File: config.mk
export PLATFORM = sky130hd
export DESIGN_NAME = vec_stream_feeder_flat
export DESIGN_NICKNAME = d
export VERILOG_FILES = /design/src/rtl/vec_stream_feeder_if.sv /design/src/rtl/vec_stream_feeder.sv /design/src/flat_wrapper.sv
export SDC_FILE = /design/constraint.sdc
export NUM_CORES = 1
export LEC_CHECK = 0
export BUFFER_PORTS_ARGS = -buffer_cell sky130_fd_sc_hd__buf_2
export CELL_PAD_IN_SITES_DETAIL_PLACEMENT = 0
export CELL_PAD_IN_SITES_GLOBAL_PLACEMENT = 2
export CORE_MARGIN = 3
export CORE_UTILIZATION = 21
export DETAILED_ROUTE_END_ITERATION = 16
export PLACE_DENSITY_LB_ADDON = 0.25
export SETUP_SLACK_MARGIN = 0.05
export SLEW_MARGIN = 10
export SYNTH_ARGS = -nofsm -noshare
export SYNTH_HDL_FRONTEND = slang
export SYNTH_SLANG_ARGS = --single-unit
File: constraint.sdc
create_clock -name clk -period 4.84 [get_ports clk]
set_input_delay 0.242 -clock clk [delete_from_list [all_inputs] [get_ports clk]]
set_output_delay 0.242 -clock clk [all_outputs]
set_load 0.005 [all_outputs]
File: src/rtl/vec_stream_feeder_if.sv
// Handshake bundle between the vector feeder, its operand memories, the MAC and the host.
interface vec_stream_feeder_if #(
   parameter int ADDR_W = 10
);
   logic              start;
   logic              stall;
   logic              mem_en;
   logic [ADDR_W-1:0] mem_addr;
   logic [31:0]       mem_rdata_a;
   logic [31:0]       mem_rdata_b;
   logic              vec_valid;
   logic [31:0]       vec_a;
   logic [31:0]       vec_b;
   logic              result_valid;
   logic [31:0]       result_sum;
   logic              busy;
   logic              done;
   logic [31:0]       sum_o;
   logic              err;

   modport master (
      input  start, stall, mem_rdata_a, mem_rdata_b, result_valid, result_sum,
      output mem_en, mem_addr, vec_valid, vec_a, vec_b, busy, done, sum_o, err
   );

   modport slave (
      output start, stall, mem_rdata_a, mem_rdata_b, result_valid, result_sum,
      input  mem_en, mem_addr, vec_valid, vec_a, vec_b, busy, done, sum_o, err
   );
endinterface

File: src/rtl/vec_stream_feeder.sv
// Streams packed int8 operand pairs from two sync memories to the vector MAC and latches its sum.
// Optional drain watchdog enabled by defining FEEDER_TIMEOUT_EN.
module vec_stream_feeder #(
   parameter int ELEMS   = 1000,
   parameter int LANES   = 1,
   parameter int ADDR_W  = 10,
   parameter int TIMEOUT = 4096
) (
   input logic                 clk,
   input logic                 rst,
   vec_stream_feeder_if.master bus
);
   localparam int              BEATS = (ELEMS + LANES - 1) / LANES;
   localparam int              REM   = ELEMS % LANES;
   localparam logic [ADDR_W:0] LAST  = (ADDR_W + 1)'(BEATS - 1);

   if (LANES != 1 && LANES != 4) begin : g_chk_lanes
      $error("vec_stream_feeder: LANES must be 1 or 4");
   end
   if ((64'd1 << ADDR_W) < 64'(BEATS)) begin : g_chk_addr
      $error("vec_stream_feeder: ADDR_W too small for BEATS");
   end
   if (TIMEOUT < 1) begin : g_chk_tmo
      $error("vec_stream_feeder: TIMEOUT must be positive");
   end

   typedef enum logic [1:0] {IDLE, STREAM, DRAIN, FIN} state_t;

   state_t          state, state_nx;
   logic [ADDR_W:0] addr, beat_cnt;
   logic            vld, issue, last_beat, accept, tmo_hit;
   logic [31:0]     keep, sum_q;

   assign accept    = (state == IDLE) && bus.start;
   assign issue     = (state == STREAM) && !bus.stall;
   assign last_beat = vld && (beat_cnt == LAST);

   always_ff @(posedge clk or posedge rst) begin
      if (rst) state <= IDLE;
      else     state <= state_nx;
   end

   always_comb begin
      state_nx = state;
      case (state)
         IDLE:    if (bus.start) state_nx = STREAM;
         STREAM:  if (issue && addr == LAST) state_nx = DRAIN;
         DRAIN:   if (bus.result_valid || tmo_hit) state_nx = FIN;
         FIN:     state_nx = IDLE;
         default: state_nx = IDLE;
      endcase
   end

   // Returned words arrive one cycle after the read, so vld tracks issue with one stage of delay.
   always_ff @(posedge clk or posedge rst) begin
      if (rst) begin
         addr     <= '0;
         beat_cnt <= '0;
         vld      <= 1'b0;
         sum_q    <= '0;
      end else begin
         vld <= issue;
         if (accept) begin
            addr     <= '0;
            beat_cnt <= '0;
            sum_q    <= '0;
         end else begin
            if (issue) addr <= addr + 1'b1;
            if (vld)   beat_cnt <= beat_cnt + 1'b1;
            if (state == DRAIN && bus.result_valid) sum_q <= bus.result_sum;
         end
      end
   end

   // Lanes past LANES never carry data; tail lanes of a short final beat are zeroed.
   for (genvar k = 0; k < 4; k++) begin : g_lane
      localparam bit ON   = (k < LANES);
      localparam bit TAIL = (REM != 0) && (k >= REM);
      assign keep[8*k +: 8] = {8{vld && ON && !(TAIL && last_beat)}};
   end

`ifdef FEEDER_TIMEOUT_EN
   localparam int TW = $clog2(TIMEOUT + 1);

   logic [TW-1:0] tcnt;
   logic          err_q;

   assign tmo_hit = (state == DRAIN) && (tcnt == TW'(TIMEOUT - 1));

   always_ff @(posedge clk or posedge rst) begin
      if (rst) begin
         tcnt  <= '0;
         err_q <= 1'b0;
      end else begin
         if (state == DRAIN && state_nx == DRAIN) tcnt <= tcnt + 1'b1;
         else                                     tcnt <= '0;
         if (accept)                                err_q <= 1'b0;
         else if (tmo_hit && !bus.result_valid)     err_q <= 1'b1;
      end
   end

   assign bus.err = err_q;
`else
   assign tmo_hit = 1'b0;
   assign bus.err = 1'b0;
`endif

   assign bus.mem_en    = issue;
   assign bus.mem_addr  = addr[ADDR_W-1:0];
   assign bus.vec_valid = vld;
   assign bus.vec_a     = bus.mem_rdata_a & keep;
   assign bus.vec_b     = bus.mem_rdata_b & keep;
   assign bus.busy      = (state == STREAM) || (state == DRAIN);
   assign bus.done      = (state == FIN);
   assign bus.sum_o     = sum_q;
endmodule

File: src/flat_wrapper.sv
// flat-port wrapper written by rule: the top's interface ports become plain ports
module vec_stream_feeder_flat 
#(
   parameter int ELEMS   = 1000,
   parameter int LANES   = 1,
   parameter int ADDR_W  = 10,
   parameter int TIMEOUT = 4096
)
  (clk, rst, bus_start, bus_stall, bus_mem_rdata_a, bus_mem_rdata_b, bus_result_valid, bus_result_sum, bus_mem_en, bus_mem_addr, bus_vec_valid, bus_vec_a, bus_vec_b, bus_busy, bus_done, bus_sum_o, bus_err);
  vec_stream_feeder_if #(.ADDR_W(ADDR_W)) bus_i ();
  input logic clk;
  input logic rst;
  input wire logic [$bits(bus_i.start)-1:0] bus_start;
  input wire logic [$bits(bus_i.stall)-1:0] bus_stall;
  input wire logic [$bits(bus_i.mem_rdata_a)-1:0] bus_mem_rdata_a;
  input wire logic [$bits(bus_i.mem_rdata_b)-1:0] bus_mem_rdata_b;
  input wire logic [$bits(bus_i.result_valid)-1:0] bus_result_valid;
  input wire logic [$bits(bus_i.result_sum)-1:0] bus_result_sum;
  output wire logic [$bits(bus_i.mem_en)-1:0] bus_mem_en;
  output wire logic [$bits(bus_i.mem_addr)-1:0] bus_mem_addr;
  output wire logic [$bits(bus_i.vec_valid)-1:0] bus_vec_valid;
  output wire logic [$bits(bus_i.vec_a)-1:0] bus_vec_a;
  output wire logic [$bits(bus_i.vec_b)-1:0] bus_vec_b;
  output wire logic [$bits(bus_i.busy)-1:0] bus_busy;
  output wire logic [$bits(bus_i.done)-1:0] bus_done;
  output wire logic [$bits(bus_i.sum_o)-1:0] bus_sum_o;
  output wire logic [$bits(bus_i.err)-1:0] bus_err;
  assign bus_i.start = bus_start;
  assign bus_i.stall = bus_stall;
  assign bus_i.mem_rdata_a = bus_mem_rdata_a;
  assign bus_i.mem_rdata_b = bus_mem_rdata_b;
  assign bus_i.result_valid = bus_result_valid;
  assign bus_i.result_sum = bus_result_sum;
  assign bus_mem_en = bus_i.mem_en;
  assign bus_mem_addr = bus_i.mem_addr;
  assign bus_vec_valid = bus_i.vec_valid;
  assign bus_vec_a = bus_i.vec_a;
  assign bus_vec_b = bus_i.vec_b;
  assign bus_busy = bus_i.busy;
  assign bus_done = bus_i.done;
  assign bus_sum_o = bus_i.sum_o;
  assign bus_err = bus_i.err;
  vec_stream_feeder #(.ELEMS(ELEMS), .LANES(LANES), .ADDR_W(ADDR_W), .TIMEOUT(TIMEOUT)) u_core (.clk(clk), .rst(rst), .bus(bus_i));
endmodule
==> flow_summary_export.csv <==
group,metric,value,unit
placement,dp.cells,460,
sta,finalSetupViolCount,0,
worst_setup_path,path_delay_family,"simple AND/OR/NAND/NOR gates",
sta,period_minus_slack,2.01,ns
cells_and_area,regArea,1150,um2
global_routing,antenna_found_initial,0,
sta,rsz0062_at_grt,"no",
worst_setup_path,arrival,1.77,ns
pwr,clockPowerShare,42.6,%
clocking,htree_num_levels,2,
route,detailedRoute.firstPassIterationCount,4,
yosys,syn_area,2430,um2
clocking,cts.path.max_buffers,2,
clocking,cts_setup_buffers,0,
cells_and_area,stdcell_area,3090,um2
clocking,cts_tree,"built",
min_path,min_from,"bus_result_sum[1]",
clocking,path_clk_slew,0.07,ns
pwr,p_per_area,341,nW/um2
sta,relSlewSlack,32.1,%
yosys,ys_types,25,
pwr,p_seq_share,43.3,%
sta,timing.hold.ws,0.168,ns
floorplanning,die_area,12900,um2
sta,tightest_slew,1.02,ns
floorplanning,floorplan.initialDensity,21.9,%
pwr,fin_total_pwr,1.05,mW
pwr,pwr-share-comb,14.1,%
worst_setup_path,r2r_start,"u_core.state[1]$_DFFE_PP0P_",
yosys,ys_ff_latch,46,
worst_setup_path,end_kind,"primary output",
placement,dp_hpwl,4.45,mm
sta,drv_slew,0,
sta,setup_ws,2.83,ns
route,vias_per_cell,3.81,
floorplanning,chipHeight,114,um
min_path,hp-class,"in -> reg",
clocking,cts_buffers,5,
yosys,seq_area_frac_synth,47.4,%
placement,preCtsSetupSlack,2.88,ns
global_routing,grtUsageTotal,8.92,%
route,drtIter0Drc,50,
cells_and_area,fill_cells,1213,
sta,finClkSkew,0.00521,ns
route,dr_total_vias,1783,
sta,max_freq,498,MHz
cells_and_area,multiInputGateArea,963,um2
floorplanning,io_pins,212,
pwr,p_leak,1.72,nW
outcome,outcome,"completed",
worst_setup_path,crit_slowest_cell,"nor2b_1",
cells_and_area,fin_util,27.9,%
cells_and_area,mostFrequentLayoutCells,"buf_2 (114), conb_1 (49), dfrtp_1 (46), a22o_1 (32), and2_1 (17)",
clocking,cts_resized,0,
pwr,p_sw,0.275,mW
placement,detailed_place.area,2900,um2
yosys,avgSynthCellArea,10.8,um2
worst_setup_path,crit_fanout,7,
job,drv_cap,0,
placement,port_buffers,114,
placement,gp_congestion,0.672,
pwr,irDropWorstVdd,143,uV
clocking,cts.hold.buffers_added,0,
worst_setup_path,crit_required,4.60,ns
cells_and_area,finalNonFillerCells,468,
worst_setup_path,path_cells,"inv_1, ha_1, nor2b_1, buf_2",
yosys,yosys_warnings,0,
route,drc_errors,0,
clocking,cts_root_buffer,"clkbuf_16",
sta,finalSetupTns,0,ns
clocking,clock_latency,0.28,ns
cells_and_area,num_antenna_cells,0,
global_routing,grt_pass1_wl,9.35,mm
sta,post-route-period-util,41.5,%
worst_setup_path,max_stage_delay,0.48,ns
global_routing,grt_pass1_vias,1770,
worst_setup_path,crit_type,"reg -> out",
sta,finalHoldViolCount,0,
worst_setup_path,critical_path_buf_inv_count,2,
worst_setup_path,startpoint,"u_core.state[1]$_DFFE_PP0P_",
global_routing,grt_max_degree,47,
cells_and_area,fin_nets,434,
cells_and_area,synthToLayoutAreaGrowth,27.4,%
clocking,cts_num_sinks,46,
route,wirelength,6.01,mm
cells_and_area,final_layout_size_suffix_gt1_share,39.6,%
pwr,p_int,0.780,mW
yosys,syn_inst,224,
floorplanning,rows,38,
worst_setup_path,start_kind,"flip-flop",
route,wire_per_inst,12.8,um
cells_and_area,mostFrequentLayoutCell,"buf_2",
route,postRouteAntennaNets,0,
global_routing,globalRoute.totalOverflow,0,
floorplanning,die_x,114,um
floorplanning,coreArea,11100,um2
pwr,swShare,26.0,%
## metal layers
layer | GRT usage (%) | vias to the layer above | wire (um)
met2 | 15.5 | 69 | 3080
met5 | 0 | - | 0
met1 | 11.1 | 848 | 2510
met4 | 2.40 | 0 | 61
li1 | - | 861 | -
met3 | 2.07 | 5 | 361
## worst paths after layout
check                      slack (ns)  depth (start not counted)                          endpoint
setup / recovery                 2.83                          4                        bus_mem_en
hold / removal                   0.17                          2   u_core.bus.sum_o[1]$_DFFE_PP0P_
setup reg to reg                 2.91                          6       u_core.state[1]$_DFFE_PP0P_
hold reg to reg                  0.50                          1  u_core.bus.sum_o[27]$_DFFE_PP0P_
max in group asynchronous        4.02                          2       u_core.state[0]$_DFFE_PP0P_
min in group asynchronous        0.20                          2  u_core.bus.sum_o[22]$_DFFE_PP0P_
## registers in the layout, indices dropped and copies added, names as in the netlist
name / cells
u_core.state: 2
u_core.bus.vec_valid: 1
u_core.bus.sum_o: 32
u_core.addr: 11
## area by class of cell
cell class              count  area share, %
clock buffers               5           4.05
clock inverters             3           2.23
inverters                   6          0.728
multi-input cells         152           31.2
flip-flops and latches     46           37.2
well taps                 140           5.67
repair buffers            116           18.9
## cells by family (layout without fill, tap and decap cells)
family                   count (synthesis)  after routing  synth area share, %
AO/OA/AOI/OAI                           39             39                 13.7
other                                    1             49                0.154
flip-flops                              46             46                 47.4
XOR/XNOR                                 8              8                 2.89
AND/OR/NAND/NOR                         47             47                 10.7
adder cells (fa/ha/maj)                  6              6                 3.09
buffers and inverters                   74            130                 20.6
multiplexers                             3              3                 1.44
## cells in the mapped netlist
| cell type | number | area share, % |
|---|---|---|
| buf_4 | 59 | 18 |
| dfrtp_1 | 46 | 47 |
| a22o_1 | 32 | 12 |
| and2_1 | 17 | 4.4 |
| nor2_1 | 11 | 1.7 |
| clkbuf_1 | 9 | 1.4 |
| ha_1 | 6 | 3.1 |
| inv_1 | 6 | 0.93 |
| xnor2_1 | 5 | 1.8 |
| nand4_1 | 4 | 1.0 |
| nor3_1 | 4 | 0.82 |
| a21oi_1 | 3 | 0.62 |
| nand2_1 | 3 | 0.46 |
| xor2_1 | 3 | 1.1 |
| mux2i_1 | 2 | 0.82 |
| nand3_1 | 2 | 0.41 |
| nand4b_1 | 2 | 0.72 |
| o21ai_0 | 2 | 0.41 |
| or3_1 | 2 | 0.52 |
| conb_1 | 1 | 0.15 |
| mux2_4 | 1 | 0.62 |
| nor2b_1 | 1 | 0.26 |
| o221ai_2 | 1 | 0.62 |
| o31ai_2 | 1 | 0.52 |
| or4b_1 | 1 | 0.41 |
## power groups by stage
stage,Sequential [mW],Clock (mW),Combinational (mW)
after CTS,0.458,0.461,0.152
after detailed placement,0.466,0,0.152
final,0.457,0.450,0.148
after global routing,0.466,0.477,0.171
after global placement,0.466,0,0.150
after floorplan,0.451,0,0.147
Power figures use the tool's default switching activity.
